--- src/rtl/cond_unit.sv ---
// cond_unit: EX-stage condition check with a two-slot (M, W) flag pipeline
// feeding the architectural flag register. Define COND_UNIT_FLAG_FWD_EN for flag forwarding.
module cond_unit #(
  parameter logic [3:0] RESET_FLAGS = 4'b0000
) (
  input  logic       clk,
  input  logic       rst,
  input  logic       valid_e,
  input  logic [3:0] cond_e,
  input  logic       flag_write_e,
  input  logic [3:0] alu_flags,
  input  logic       reg_write_e,
  input  logic       mem_write_e,
  input  logic       branch_e,
  input  logic       stall,
  input  logic       flush,
  output logic       cond_ex,
  output logic       reg_write_ex,
  output logic       mem_write_ex,
  output logic       pc_src,
  output logic [3:0] flags_q,
  output logic       flag_hazard
);

  typedef struct packed {
    logic       valid;
    logic [3:0] flags;
  } flag_slot_t;

  flag_slot_t m_q;
  flag_slot_t w_q;
  logic [3:0] eff_flags;

  // Conditions come in true/inverse pairs: cond[3:1] picks the base test and
  // cond[0] inverts it, so code E (always) inverts into F (never).
  function automatic logic cond_met(input logic [3:0] cond, input logic [3:0] f);
    logic n, z, c, v, base;
    {n, z, c, v} = f;
    base = 1'b0;
    case (cond[3:1])
      3'd0:    base = z;
      3'd1:    base = c;
      3'd2:    base = n;
      3'd3:    base = v;
      3'd4:    base = c & ~z;
      3'd5:    base = (n == v);
      3'd6:    base = ~z & (n == v);
      default: base = 1'b1;
    endcase
    return base ^ cond[0];
  endfunction

`ifdef COND_UNIT_FLAG_FWD_EN
  // Youngest pending write wins, matching program order.
  always_comb begin
    eff_flags = flags_q;
    if (m_q.valid)      eff_flags = m_q.flags;
    else if (w_q.valid) eff_flags = w_q.flags;
  end

  assign flag_hazard = 1'b0;
`else
  assign eff_flags   = flags_q;
  assign flag_hazard = valid_e & (cond_e != 4'hE) & (m_q.valid | w_q.valid);
`endif

  assign cond_ex      = valid_e & ~flush & ~flag_hazard & cond_met(cond_e, eff_flags);
  assign reg_write_ex = reg_write_e & cond_ex;
  assign mem_write_ex = mem_write_e & cond_ex;
  assign pc_src       = branch_e & cond_ex;

  // NOTE: sequential state uses non-blocking assignments so W samples the old M
  // and flags_q samples the old W within the same edge.
  always_ff @(posedge clk) begin
    if (rst) begin
      m_q     <= '0;
      w_q     <= '0;
      flags_q <= RESET_FLAGS;
    end else if (!stall) begin
      m_q.valid <= cond_ex & flag_write_e;
      m_q.flags <= alu_flags;
      w_q       <= m_q;
      if (w_q.valid) flags_q <= w_q.flags;
    end
  end

endmodule

--- config.mk ---
export PLATFORM = sky130hd
export DESIGN_NAME = cond_unit
export DESIGN_NICKNAME = d
export VERILOG_FILES = /design/src/rtl/cond_unit.sv
export SDC_FILE = /design/constraint.sdc
export NUM_CORES = 1
export LEC_CHECK = 0
export CAP_MARGIN = 40
export CORE_MARGIN = 2
export CORE_UTILIZATION = 44
export CTS_BUF_LIST = sky130_fd_sc_hd__clkbuf_16
export DETAILED_ROUTE_END_ITERATION = 10
export PLACE_DENSITY = 0.8
export SLEW_MARGIN = 20
export SYNTH_ARGS = -nofsm -noshare
export SYNTH_HDL_FRONTEND = slang
export SYNTH_SLANG_ARGS = --single-unit
--- constraint.sdc ---
create_clock -name clk -period 4.95 [get_ports clk]
set_clock_uncertainty 0.2 [all_clocks]
set_input_delay 0.495 -clock clk [delete_from_list [all_inputs] [get_ports clk]]
set_output_delay 0.495 -clock clk [all_outputs]
set_load 0.05 [all_outputs]
**Yosys cells after proc, flatten, opt, wreduce, memory -nomap -nowiden**

Cells that the tools add are included.

- Bits of input ports: 17
- Output and inout bits: 9
- Word-level logic and storage cells: 33
- Register bits after elaboration: 14

- Eq/ne operators: 8
- Bitwise operators: 17
- Mux-type cells: 1
- Reductions and logical operators: 2

Operators with widths:

| operator | count |
|---|---|
| bitwise AND 1 bit | 11 |
| == test 3 bit, second input constant | 3 |
| case mux 1 bit (7 select lines) | 1 |
| == test 3 x 2 -> 1 bit, second input constant | 2 |
| inequality test 4 bit, second input constant | 1 |
| NOT 1 bit | 4 |
| == test 3 x 1 -> 1 bit, second input constant | 1 |
| zero test 3 bit | 1 |
| AND reduction 2 bit | 1 |
| == test 1 bit | 1 |
| bitwise OR 1 bit | 1 |
| XOR 1 bit | 1 |

**Logic depth before layout (Yosys ltp)**

- Word-level depth: 7
- Gate-level depth with buffers: 5
- Gate-level depth less buffers: 5

**Worst setup path after synthesis**

OpenSTA, ideal clock, no wires.

- Kind: register to output
- Start: register flags_q[1]
- End: output port mem_write_ex
- Data required time: 4.255 ns
- Slack: 1.567 ns
- Arrival: 2.688 ns
- Cell stages (with the launch flop): 5
- Path buffers: 0
- Cell sequence: dfxtp_1 > or4b_4 > a41oi_2 > xnor2_2 > nor3b_1

- Cells in the longest elaborated chain, start to end: 5

RTL lines:

| item | RTL line | source |
|---|---|---|
| from (decl) | 21 | `output logic [3:0] flags_q,` |
| from (signal assigned) | 83 | `if (w_q.valid) flags_q <= w_q.flags;` |
| bitwise AND 1 bit | 45 | `3'd4: base = c & ~z;` |
| case mux 1 bit (7 select lines) (*) | 40 | `case (cond[3:1])` |
| XOR 1 bit (*) | 50 | `return base ^ cond[0];` |
| bitwise AND 1 bit (*) | 67 | `assign cond_ex = valid_e & ~flush & ~flag_hazard & cond_met(cond_e, eff_flags);` |
| bitwise AND 1 bit (*) | 69 | `assign mem_write_ex = mem_write_e & cond_ex;` |
| to (decl) | 19 | `output logic mem_write_ex,` |

Mark *: on every way between the ends. The rest lies on a longest branch, timed or not.

**Final worst setup path**

- Start: input port cond_e[1]
- End: output port mem_write_ex

- Cells in the longest elaborated chain, start to end: 7
- Elaborated cells on any way between the ends: 16
- Classes of those cells: eq/ne: 7; mux: 1; bitwise: 7; reduce/logical: 1

RTL lines:

| item | RTL line | source |
|---|---|---|
| from (decl) | 9 | `input logic [3:0] cond_e,` |
| inequality test 4 bit | 64 | `assign flag_hazard = valid_e & (cond_e != 4'hE) & (m_q.valid \| w_q.valid);` |
| bitwise AND 1 bit (2 in series) | 64 |  |
| NOT 1 bit | 67 |  |
| bitwise AND 1 bit | 67 |  |
| bitwise AND 1 bit (*) | 67 |  |
| bitwise AND 1 bit (*) | 69 |  |

Marks and branches as above.

==> impl_metrics.sql <==
INSERT INTO impl_metrics (metric_group, metric, value, unit) VALUES
('critical_path', 'regToRegEndpoint', 'm_q[4]', ''),
('critical_path', 'cpMaxStageDelayCell', 'clkdlybuf4s50_1', ''),
('hold_path', 'worstHoldPathType', 'register to register', ''),
('drt', 'routed_wl', '1.33', 'mm'),
('cts', 'ctsResizeCount', '0', ''),
('grt', 'grt_first_pass_wirelength', '2.28', 'mm'),
('timing', 'worst_slew_pin_slew', '0.618', 'ns'),
('drt', 'ant_nets', '0', ''),
('logic_synthesis', 'seq_area_frac_synth', '0.418', ''),
('drt', 'avgViaCountPerCell', '5.23', ''),
('cts', 'ctsRootBufferMaster', 'clkbuf_16', ''),
('logic_synthesis', 'netlist_instances', '70', ''),
('placed_design', 'globalplace.congestion', '0.775', ''),
('drt', 'remaining_drc_errors', '0', ''),
('cts', 'postCtsHoldBufs', '0', ''),
('logic_synthesis', 'postSynthRegisterBits', '14', ''),
('grt', 'busiest_layer', 'met2', ''),
('power_and_ir_drop', 'vdd.ir_drop.worst', '0.213', 'mV'),
('grt', 'total_grt_usage', '0.163', ''),
('timing', 'post-route-period-util', '0.758', ''),
('critical_path', 'worst_reg2reg_path_length_in_cells', '4', ''),
('cts', 'cts-root-to-sink-buffers', '2', ''),
('job', 'maxCapViolations', '0', ''),
('cts', 'clkSinkCount', '14', ''),
('layout', 'layout_cell_area_excl_fill', '1010', 'µm²'),
('critical_path', 'cp-start-kind', 'input port', ''),
('cts', 'post-cts-setup-buffers', '0', ''),
('layout', 'total_nets_final', '115', ''),
('grt', 'grt_use_met2', '0.252', ''),
('grt', 'grt_pass1_vias', '542', ''),
('critical_path', 'crit_chain', 'clkdlybuf4s50_1 > mux4_1 > nor2_1 > a41oi_2 > xnor2_2 > nor3b_1 > clkdlybuf4s50_1', ''),
('hold_path', 'timing.hold.worst.start', 'w_q[3]', ''),
('grt', 'gr-usage-met1', '0.197', ''),
('critical_path', 'worst_path_largest_cell_delay', '0.83', 'ns'),
('grt', 'maximum_number_of_pins_on_one_net_before_global_route_repair', '16', ''),
('layout', 'multiInputGateArea', '375', 'µm²'),
('run_status', 'outcome', 'finished, final reports clean', ''),
('logic_synthesis', 'synth_warnings', '0', ''),
('layout', 'stdcell_count', '113', ''),
('timing', 'finalSetupTns', '0', 'ns'),
('timing', 'setup_violations', '0', ''),
('hold_path', 'min_to', 'flags_q[3]', ''),
('layout', 'drive_gt1_frac', '0.103', ''),
('logic_synthesis', 'synthesis.area', '671', 'µm²'),
('timing', 'timing.final.hold_violations', '0', ''),
('placed_design', 'postPlaceCellArea', '933', 'µm²'),
('floorplan', 'floorplan.initialDensity', '0.456', ''),
('placed_design', 'port_buffers', '25', ''),
('timing', 'number_of_pins_exceeding_their_max_slew_limit_in_the_final_report', '0', ''),
('critical_path', 'critical_path.max_fanout', '5', ''),
('floorplan', 'i_o_pin_count', '26', ''),
('critical_path', 'critical_path_sink_type', 'output port', ''),
('drt', 'via_count', '591', ''),
('grt', 'gr-usage-met3', '0.0553', ''),
('floorplan', 'dieHeight', '43.0', 'µm'),
('floorplan', 'core_area', '1470', 'µm²'),
('logic_synthesis', 'synth_area_leaders', 'dfxtp_1 42%, mux2i_1 13%, nor2_1 6.7%, nand2_1 5.6%, mux4_1 3.9%', ''),
('power_and_ir_drop', 'power_density', '302', 'nW/µm²'),
('layout', 'filler_cell_count', '113', ''),
('hold_path', 'holdPathStages', '2', ''),
('critical_path', 'setup.reg_to_reg.worst_slack', '3.18', 'ns'),
('layout', 'insertedDiodeCount', '0', ''),
('floorplan', 'floorplan.rows', '14', ''),
('drt', 'detailedRoute.firstPassIterationCount', '4', ''),
('placed_design', 'hpwl', '1.01', 'mm'),
('logic_synthesis', 'synth_largest_area_cell', 'dfxtp_1', ''),
('cts', 'tritoncts', 'yes', ''),
('floorplan', 'die-area', '1850', 'µm²'),
('critical_path', 'crit_top_cell', 'clkdlybuf4s50_1', ''),
('timing', 'rsz0062_at_grt', 'false', ''),
('layout', 'syn2layout_area_growth', '50.9', '%');
logic make-up after synthesis:
kind of cell	count (synthesis)	share of synthesized area
AOI/OAI and AO/OA	9	0.108
buffers and inverters	4	0.0224
xor gates and xnor gates	1	0.0243
DFF	14	0.418
and+or+nand+nor	32	0.254
muxes	10	0.174
where the power goes:
part	total (mW)	switching, mW	internal [mW]
Combinational	0.0397	0.0184	0.0214
Clock	0.147	0.0412	0.106
Sequential	0.118	0.00166	0.116
Total	0.305	0.0612	0.244
worst max-delay path: cells and delay by family:
| kind | cells | cell delay (ns) |
|---|---|---|
| AOI/OAI and AO/OA | 1 | 0.06 |
| buffers and inverters | 2 | 1.39 |
| muxes | 1 | 0.58 |
| xor gates and xnor gates | 1 | 0.20 |
| and+or+nand+nor | 2 | 0.34 |
cells in the final DEF (no fill, tap or decap):
| master | instances |
|---|---|
| a21oi_1 | 4 |
| a41oi_2 | 1 |
| clkbuf_16 | 3 |
| clkdlybuf4s50_1 | 25 |
| clkinv_1 | 1 |
| dfxtp_1 | 14 |
| inv_1 | 2 |
| mux2i_1 | 9 |
| mux4_1 | 1 |
| nand2_1 | 10 |
| nand2b_1 | 1 |
| nand3b_2 | 1 |
| nor2_1 | 12 |
| nor2b_1 | 1 |
| nor3b_1 | 3 |
| o2111ai_1 | 1 |
| o21ai_0 | 1 |
| o22ai_1 | 1 |
| o32ai_2 | 1 |
| or2b_2 | 2 |
| or4b_1 | 1 |
| or4b_4 | 1 |
| xnor2_2 | 1 |
area by class of cell:
| class | count | share of cell area |
|---|---|---|
| sequential | 14 | 0.277 |
| clock buffer | 3 | 0.0742 |
| clock inverter | 1 | 0.00371 |
| inverter | 2 | 0.00742 |
| multi-input combinational | 52 | 0.371 |
| timing repair buffer | 25 | 0.247 |
| tap | 16 | 0.0198 |
worst max-delay path by stage:
stage                   endpoint  depth (start not counted)        from
global route              pc_src                          7   cond_e[1]
global placement    reg_write_ex                          7   cond_e[1]
finish              mem_write_ex                          7   cond_e[1]
detailed placement  reg_write_ex                          7   cond_e[1]
floorplan           mem_write_ex                          4  flags_q[1]
CTS                 reg_write_ex                          7   cond_e[1]
routing by layer:
layer  part of all wire  wire length [µm]
met4             0.0038                 5
met5                  0                 0
met2               0.47               621
met1               0.44               586
met3              0.089               118
registers in the layout (all words and copies together) (netlist names):
register and count:
m_q 5, flags_q 4, w_q 5
metrics by stage:
stage                      util  power [mW]  worst slack [ns]  hold slack, ns
final                     0.688       0.305              1.20           0.259
after CTS                 0.688       0.310              1.19           0.260
after global placement    0.634       0.159              1.24           0.241
after detailed placement  0.634       0.160              1.20           0.254
after global routing      0.688       0.317              1.04           0.278
after floorplan               -       0.140              1.57           0.225
synthesized netlist by cell type:
cell type	instances
buf_1	1
o21ai_0	1
nand3b_2	1
a41oi_2	1
nand2_1	10
clkbuf_1	1
nand2b_1	1
o32ai_2	1
o2111ai_1	1
inv_1	2
or4b_4	1
xnor2_2	1
or4b_1	1
mux2i_1	9
dfxtp_1	14
nor3b_1	3
o22ai_1	1
nor2b_1	1
or2b_2	2
nor2_1	12
mux4_1	1
a21oi_1	4
Note: power is estimated with default switching activity, not from simulation.
